**config.mk**
```make
export PLATFORM = sky130hd
export DESIGN_NAME = fetch_unit_flat
export DESIGN_NICKNAME = d
export VERILOG_FILES = /design/src/rtl/fetch_unit_pkg.sv /design/src/rtl/fetch_unit_if.sv /design/src/rtl/fetch_unit_fifo.sv /design/src/rtl/fetch_unit.sv /design/src/flat_wrapper.sv
export SDC_FILE = /design/constraint.sdc
export NUM_CORES = 1
export LEC_CHECK = 0
export BUFFER_PORTS_ARGS = -buffer_cell sky130_fd_sc_hd__buf_2
export CORE_MARGIN = 2
export CORE_UTILIZATION = 33
export DETAILED_ROUTE_END_ITERATION = 10
export GPL_TIMING_DRIVEN = 0
export PLACE_DENSITY = 0.6
export SKIP_CTS_REPAIR_TIMING = 1
export SLEW_MARGIN = 10
export SYNTH_ARGS = -nofsm -noshare
export SYNTH_HDL_FRONTEND = slang
export SYNTH_SLANG_ARGS = --single-unit
export TNS_END_PERCENT = 50
```
**constraint.sdc**
```tcl
create_clock -name clk -period 5.7 [get_ports clk]
set_clock_uncertainty 0.2 [all_clocks]
set_input_delay 1.14 -clock clk [delete_from_list [all_inputs] [get_ports clk]]
set_output_delay 1.14 -clock clk [all_outputs]
set_load 0.02 [all_outputs]
```
**src/rtl/fetch_unit_pkg.sv**
```systemverilog
// Shared constants and types for the instruction-fetch front end.
// Holds the reset fetch address, the nop encoding and the buffered-word record.
package fetch_unit_pkg;

  localparam logic [31:0] RESET_PC_DEFAULT = 32'h0000_3000;
  localparam logic [31:0] NOP              = 32'h0000_0000;

  typedef struct packed {
    logic [31:0] pc;
    logic [31:0] instr;
  } fetch_entry_t;

  function automatic logic [31:0] word_align(input logic [31:0] addr);
    return {addr[31:2], 2'b00};
  endfunction

endpackage

```
**src/rtl/fetch_unit_if.sv**
```systemverilog
// Bus bundle around the fetch unit: imem request/response, redirect and F->D handshake.
// master = fetch unit side, slave = memory / pipeline side.
interface fetch_unit_if;

  logic        imem_req_valid;
  logic [31:0] imem_req_addr;
  logic        imem_req_ready;
  logic        imem_rsp_valid;
  logic [31:0] imem_rsp_data;
  logic        redirect_valid;
  logic [31:0] redirect_pc;
  logic        F_valid;
  logic [31:0] F_PC;
  logic [31:0] F_instruction;
  logic        D_ready;

  modport master (
    output imem_req_valid, imem_req_addr,
    input  imem_req_ready, imem_rsp_valid, imem_rsp_data,
    input  redirect_valid, redirect_pc,
    output F_valid, F_PC, F_instruction,
    input  D_ready
  );

  modport slave (
    input  imem_req_valid, imem_req_addr,
    output imem_req_ready, imem_rsp_valid, imem_rsp_data,
    output redirect_valid, redirect_pc,
    input  F_valid, F_PC, F_instruction,
    output D_ready
  );

endinterface

```
**src/rtl/fetch_unit_fifo.sv**
```systemverilog
// Small synchronous FIFO with push/pop/flush and full/empty/count status.
// Head word is readable combinationally; DEPTH must be a power of two.
module fetch_fifo #(
  parameter int WIDTH = 32,
  parameter int DEPTH = 2,
  localparam int AW = (DEPTH > 1) ? $clog2(DEPTH) : 1,
  localparam int CW = $clog2(DEPTH + 1)
) (
  input  logic             clk,
  input  logic             reset,
  input  logic             push,
  input  logic [WIDTH-1:0] push_data,
  input  logic             pop,
  input  logic             flush,
  output logic [WIDTH-1:0] head_data,
  output logic             full,
  output logic             empty,
  output logic [CW-1:0]    count
);

  logic [WIDTH-1:0] mem_q [DEPTH];
  logic [AW-1:0]    wr_ptr_q, wr_ptr_d;
  logic [AW-1:0]    rd_ptr_q, rd_ptr_d;
  logic [CW-1:0]    count_q, count_d;
  logic             do_push, do_pop;

  assign full  = (count_q == CW'(DEPTH));
  assign empty = (count_q == '0);
  assign count = count_q;

  // Flush wins over a same-cycle push so a discarded word never lands.
  assign do_push = push && !flush && (!full || pop);
  assign do_pop  = pop && !empty && !flush;

  always_comb begin
    wr_ptr_d = wr_ptr_q;
    rd_ptr_d = rd_ptr_q;
    count_d  = count_q;
    if (flush) begin
      wr_ptr_d = '0;
      rd_ptr_d = '0;
      count_d  = '0;
    end else begin
      if (do_push) wr_ptr_d = wr_ptr_q + AW'(1);
      if (do_pop)  rd_ptr_d = rd_ptr_q + AW'(1);
      count_d = count_q + CW'(do_push) - CW'(do_pop);
    end
  end

  always_ff @(posedge clk or negedge reset) begin
    if (!reset) begin
      wr_ptr_q <= '0;
      rd_ptr_q <= '0;
      count_q  <= '0;
    end else begin
      wr_ptr_q <= wr_ptr_d;
      rd_ptr_q <= rd_ptr_d;
      count_q  <= count_d;
    end
  end

  always_ff @(posedge clk) begin
    if (do_push) mem_q[wr_ptr_q] <= push_data;
  end

  assign head_data = mem_q[rd_ptr_q];

endmodule

```
**src/rtl/fetch_unit.sv**
```systemverilog
// Instruction-fetch front end: owns the PC, issues in-order imem requests, buffers
// returned words with their PCs and presents them to decode; redirects drop wrong-path words.
module fetch_unit
  import fetch_unit_pkg::*;
#(
  parameter logic [31:0] RESET_PC  = RESET_PC_DEFAULT,
  parameter int          BUF_DEPTH = 2
) (
  input  logic         clk,
  input  logic         reset,
  fetch_unit_if.master bus
);

  localparam int CW = $clog2(BUF_DEPTH + 1);
  localparam int EW = $bits(fetch_entry_t);

  logic [31:0]   pc_q, pc_d;
  logic [CW-1:0] kill_cnt_q, kill_cnt_d;
  logic          active_q, active_d;

  logic [CW-1:0] out_cnt;
  logic [CW-1:0] occ;
  logic          pcf_full, pcf_empty;
  logic          of_full, of_empty;
  logic [31:0]   pcf_head;
  logic [EW-1:0] of_head_bits;
  fetch_entry_t  of_head;
  fetch_entry_t  of_push;

  logic redirect, deq, space_ok, req_valid, accept, rsp_fire, keep_rsp;

  assign redirect = bus.redirect_valid;
  assign deq      = !of_empty && bus.D_ready && !redirect;

  // The slot freed by this cycle's dequeue is credited so a 1-cycle memory sustains 1 IPC.
  assign space_ok  = ((int'(out_cnt) + int'(occ) - int'(deq)) < BUF_DEPTH)
                     && !pcf_full && (!of_full || deq);
  assign req_valid = active_q && !redirect && space_ok;
  assign accept    = req_valid && bus.imem_req_ready;
  assign rsp_fire  = bus.imem_rsp_valid && !pcf_empty;
  assign keep_rsp  = rsp_fire && !redirect && (kill_cnt_q == '0);

  assign of_push = '{pc: pcf_head, instr: bus.imem_rsp_data};
  assign of_head = fetch_entry_t'(of_head_bits);

  // PCs of accepted requests; its occupancy is the outstanding-request count.
  fetch_fifo #(
    .WIDTH (32),
    .DEPTH (BUF_DEPTH)
  ) u_pc_fifo (
    .clk       (clk),
    .reset     (reset),
    .push      (accept),
    .push_data (pc_q),
    .pop       (rsp_fire),
    .flush     (1'b0),
    .head_data (pcf_head),
    .full      (pcf_full),
    .empty     (pcf_empty),
    .count     (out_cnt)
  );

  fetch_fifo #(
    .WIDTH (EW),
    .DEPTH (BUF_DEPTH)
  ) u_out_fifo (
    .clk       (clk),
    .reset     (reset),
    .push      (keep_rsp),
    .push_data (of_push),
    .pop       (deq),
    .flush     (redirect),
    .head_data (of_head_bits),
    .full      (of_full),
    .empty     (of_empty),
    .count     (occ)
  );

  always_comb begin
    pc_d       = pc_q;
    kill_cnt_d = kill_cnt_q;
    active_d   = 1'b1;
    if (redirect) begin
      pc_d       = word_align(bus.redirect_pc);
      // Everything still in flight is wrong-path; a response arriving now is dropped too.
      kill_cnt_d = out_cnt - CW'(rsp_fire);
    end else begin
      if (accept) pc_d = pc_q + 32'd4;
      if (rsp_fire && (kill_cnt_q != '0)) kill_cnt_d = kill_cnt_q - CW'(1);
    end
  end

  always_ff @(posedge clk or negedge reset) begin
    if (!reset) begin
      pc_q       <= RESET_PC;
      kill_cnt_q <= '0;
      active_q   <= 1'b0;
    end else begin
      pc_q       <= pc_d;
      kill_cnt_q <= kill_cnt_d;
      active_q   <= active_d;
    end
  end

  assign bus.imem_req_valid = req_valid;
  assign bus.imem_req_addr  = pc_q;
  assign bus.F_valid        = !of_empty;
  assign bus.F_PC           = of_empty ? 32'h0 : of_head.pc;
  assign bus.F_instruction  = of_empty ? NOP : of_head.instr;

endmodule
```
**src/flat_wrapper.sv**
```systemverilog
// flat-port wrapper written by rule: the top's interface ports become plain ports
module fetch_unit_flat import fetch_unit_pkg::*;
#(
  parameter logic [31:0] RESET_PC  = RESET_PC_DEFAULT,
  parameter int          BUF_DEPTH = 2
)
  (clk, reset, bus_imem_req_valid, bus_imem_req_addr, bus_imem_req_ready, bus_imem_rsp_valid, bus_imem_rsp_data, bus_redirect_valid, bus_redirect_pc, bus_F_valid, bus_F_PC, bus_F_instruction, bus_D_ready);
  fetch_unit_if bus_i ();
  input  logic clk;
  input  logic reset;
  output wire logic [$bits(bus_i.imem_req_valid)-1:0] bus_imem_req_valid;
  output wire logic [$bits(bus_i.imem_req_addr)-1:0] bus_imem_req_addr;
  input wire logic [$bits(bus_i.imem_req_ready)-1:0] bus_imem_req_ready;
  input wire logic [$bits(bus_i.imem_rsp_valid)-1:0] bus_imem_rsp_valid;
  input wire logic [$bits(bus_i.imem_rsp_data)-1:0] bus_imem_rsp_data;
  input wire logic [$bits(bus_i.redirect_valid)-1:0] bus_redirect_valid;
  input wire logic [$bits(bus_i.redirect_pc)-1:0] bus_redirect_pc;
  output wire logic [$bits(bus_i.F_valid)-1:0] bus_F_valid;
  output wire logic [$bits(bus_i.F_PC)-1:0] bus_F_PC;
  output wire logic [$bits(bus_i.F_instruction)-1:0] bus_F_instruction;
  input wire logic [$bits(bus_i.D_ready)-1:0] bus_D_ready;
  assign bus_imem_req_valid = bus_i.imem_req_valid;
  assign bus_imem_req_addr = bus_i.imem_req_addr;
  assign bus_i.imem_req_ready = bus_imem_req_ready;
  assign bus_i.imem_rsp_valid = bus_imem_rsp_valid;
  assign bus_i.imem_rsp_data = bus_imem_rsp_data;
  assign bus_i.redirect_valid = bus_redirect_valid;
  assign bus_i.redirect_pc = bus_redirect_pc;
  assign bus_F_valid = bus_i.F_valid;
  assign bus_F_PC = bus_i.F_PC;
  assign bus_F_instruction = bus_i.F_instruction;
  assign bus_i.D_ready = bus_D_ready;
  fetch_unit #(.RESET_PC(RESET_PC), .BUF_DEPTH(BUF_DEPTH)) u_core (.clk(clk), .reset(reset), .bus(bus_i));
endmodule
```
==> metrics.yaml <==
placed_area_um2: 10900
grt_max_degree: 42
antenna_found_initial: 0
portBuffers: 161
power_density_nw_per_um2: 406
worst_slack_ns: 0.591
post-route-cell-area_um2: 11700
ys_async_sr_fraction: 0.182
final_max_slew_viol_count: 0
vias: 5890
tightestPinTransition_ns: 1.17
max_freq_mhz: 196
end_kind: "output port"
synth.distinct_cells: 59
crit_fanout: 23
outcome: "finished, final reports clean"
ios: 168
wl_per_cell_um: 18.1
startpoint_type: "input pin"
dpl_worst_slack_ns: -0.337
leakagePower_nw: 4.31
fin_crit_sh: 0.896
cts-root-to-sink-buffers: 3
num_rows: 61
start_util: 0.338
crit_slowest_cell: "buf_2"
htree_num_levels: 1
synth_top_flop_cell: "edfxtp_1"
synthesis.area_um2: 9460
numClockSinks: 225
synth.top_cell.area_share: 0.584
drt_iter0_markers: 343
grt_overflow: 0
yosysSeqAreaShare: 0.693
drt-total-wl_mm: 22.3
gp_congestion: 0.812
slowest_delay_ns: 0.44
relSlewSlack: 0.217
p_total_mw: 4.74
clk_pin_slew_ns: 0.06
core_um2: 28000
area_growth_pct: 23.6
worstSetupPathType: "input pin to output port"
cp_data_required_time_ns: 4.36
dp_hpwl_mm: 15.5
fp.dieH_um: 173
cts_tree: "built"
root_buffer: "clkbuf_16"
die_x_um: 173
drv_cap: 0
drc: 0
syn_avg_cell_area_um2: 14.7
clock_latency_ns: 0.54
irDropWorstVdd_uv: 206
via_per_inst: 4.77
worstPathCellList: "buf_2, clkbuf_1, nor3_1, ha_1, ha_1, nand2_1, nor2_2, nor2_1, nor4bb_1, buf_2"
setup-violations-final: 0
diodes: 0
hp-class: "flip-flop to flip-flop"
ys_seq_elements: 225
synth_edf_count: 184
setup_tns_ns: 0
grt_use_total: 0.148
cts_buffers: 25
drtPass1Iterations: 4
nNetsFinal: 921
yosysMostFrequentCell: "edfxtp_1"
critical_path_arrival_ns: 3.77
ys_top_cells_by_count: "184 x edfxtp_1, 91 x nor2_1, 71 x mux2i_1"
drive_gt1_frac: 0.309
synth_cells: 645
period_minus_slack_ns: 5.11
rsz0062_at_grt: "false"
nFillCells: 2650
fin_util: 0.417
fp.dieArea_um2: 30000
ys_warn_count: 0
postRouteAntennaNets: 0
netlist_top_cells_area: "edfxtp_1 58%, dfrtp_1 10%, mux2i_1 7.5%"
finalHoldViolCount: 0
yosys.area.top_type: "edfxtp_1"
first_global_vias: 5863
grt_pass1_wl_mm: 34.3
## through the flow
stage               hold slack (ns)  cells
floorplan                     0.260    648
global placement              0.273   1187
detailed placement            0.319   1193
CTS                           0.315   1237
global route                  0.329   1235
finish                        0.318   1235
## state kept, by name, indices dropped and copies added, names as in the netlist, 2 cells and up
| name | cells |
|---|---|
| u_core.u_pc_fifo.count | 2 |
| u_core.bus.imem_req_addr | 30 |
| u_core.u_out_fifo.mem_q | 124 |
| u_core.u_pc_fifo.mem_q | 60 |
| u_core.u_out_fifo.count | 2 |
| u_core.kill_cnt_q | 2 |
## where the power goes
part           total, mW  switching [mW]  internal, mW
Clock               1.53           0.626         0.903
Combinational       1.14           0.717         0.423
Sequential          2.07          0.0986          1.98
Total               4.74            1.44          3.30
## layer usage
metal	wire, um	track usage	up-vias
li1	-	-	2790
met1	10200	0.204	2883
met2	10400	0.237	192
met3	1340	0.0311	25
met4	414	0.0399	0
met5	0	0	-
## final timing paths
| kind | startpoint | endpoint | slack, ns | cells after the start |
|---|---|---|---|---|
| hold / removal | u_core.bus.imem_req_addr[31]$_DFFE_PN0P_ | u_core.u_pc_fifo.mem_q[1][31]$_DFFE_PP_ | 0.32 | 0 |
| hold reg to reg | u_core.bus.imem_req_addr[31]$_DFFE_PN0P_ | u_core.u_pc_fifo.mem_q[1][31]$_DFFE_PP_ | 0.32 | 0 |
| min in group asynchronous | reset | u_core.bus.imem_req_addr[18]$_DFFE_PN0P_ | 0.59 | 1 |
| setup reg to reg | u_core.u_pc_fifo.count[0]$_DFF_PN0_ | u_core.u_pc_fifo.mem_q[0][30]$_DFFE_PP_ | 1.62 | 13 |
| max in group asynchronous | reset | u_core.bus.imem_req_addr[31]$_DFFE_PN0P_ | 4.06 | 1 |
| setup / recovery | bus_redirect_valid | bus_imem_req_valid | 0.59 | 10 |
## layout by cell type (no fill, tap or decap), types with 7 or more instances in the layout
cell type / n
nand4_1: 7
dfrtp_1: 39
ha_1: 10
nand2_1: 21
mux2i_1: 71
o21ai_0: 19
buf_2: 164
xnor2_1: 8
clkbuf_16: 25
inv_1: 18
edfxtp_1: 184
clkbuf_1: 25
nor3_1: 9
mux2_2: 36
nand3_1: 12
nor2_1: 87
## cells by family (layout without fill, tap and decap cells)
kind of cell	after synthesis	after routing	share of synthesized area
flops	225	225	0.693
xor+xnor	14	14	0.0130
other cells	2	5	0.000794
buf+inv	51	260	0.0226
simple gates	176	176	0.0928
mux	108	108	0.120
fa+ha+maj	11	11	0.0154
compound gates	58	58	0.0427
## final cells by class
cell class                 instances  area [um^2]  share of cell area
tap                              378          473              0.0405
buffer                            30          135              0.0116
sequential                       225         6550               0.561
clock inverter                    10          116             0.00995
inverter                          19         71.3             0.00610
clock buffer                      34          659              0.0564
multi-input combinational        372         2730               0.233
timing repair buffer             167          956              0.0818
## critical path, delay by kind of cell
kind / cells / cell delay (ns)
buffers and inverters: 3 / 1.12
adder cells (fa/ha/maj): 2 / 0.48
AND/OR/NAND/NOR: 5 / 1.00
Power figures use the tool's default switching activity.
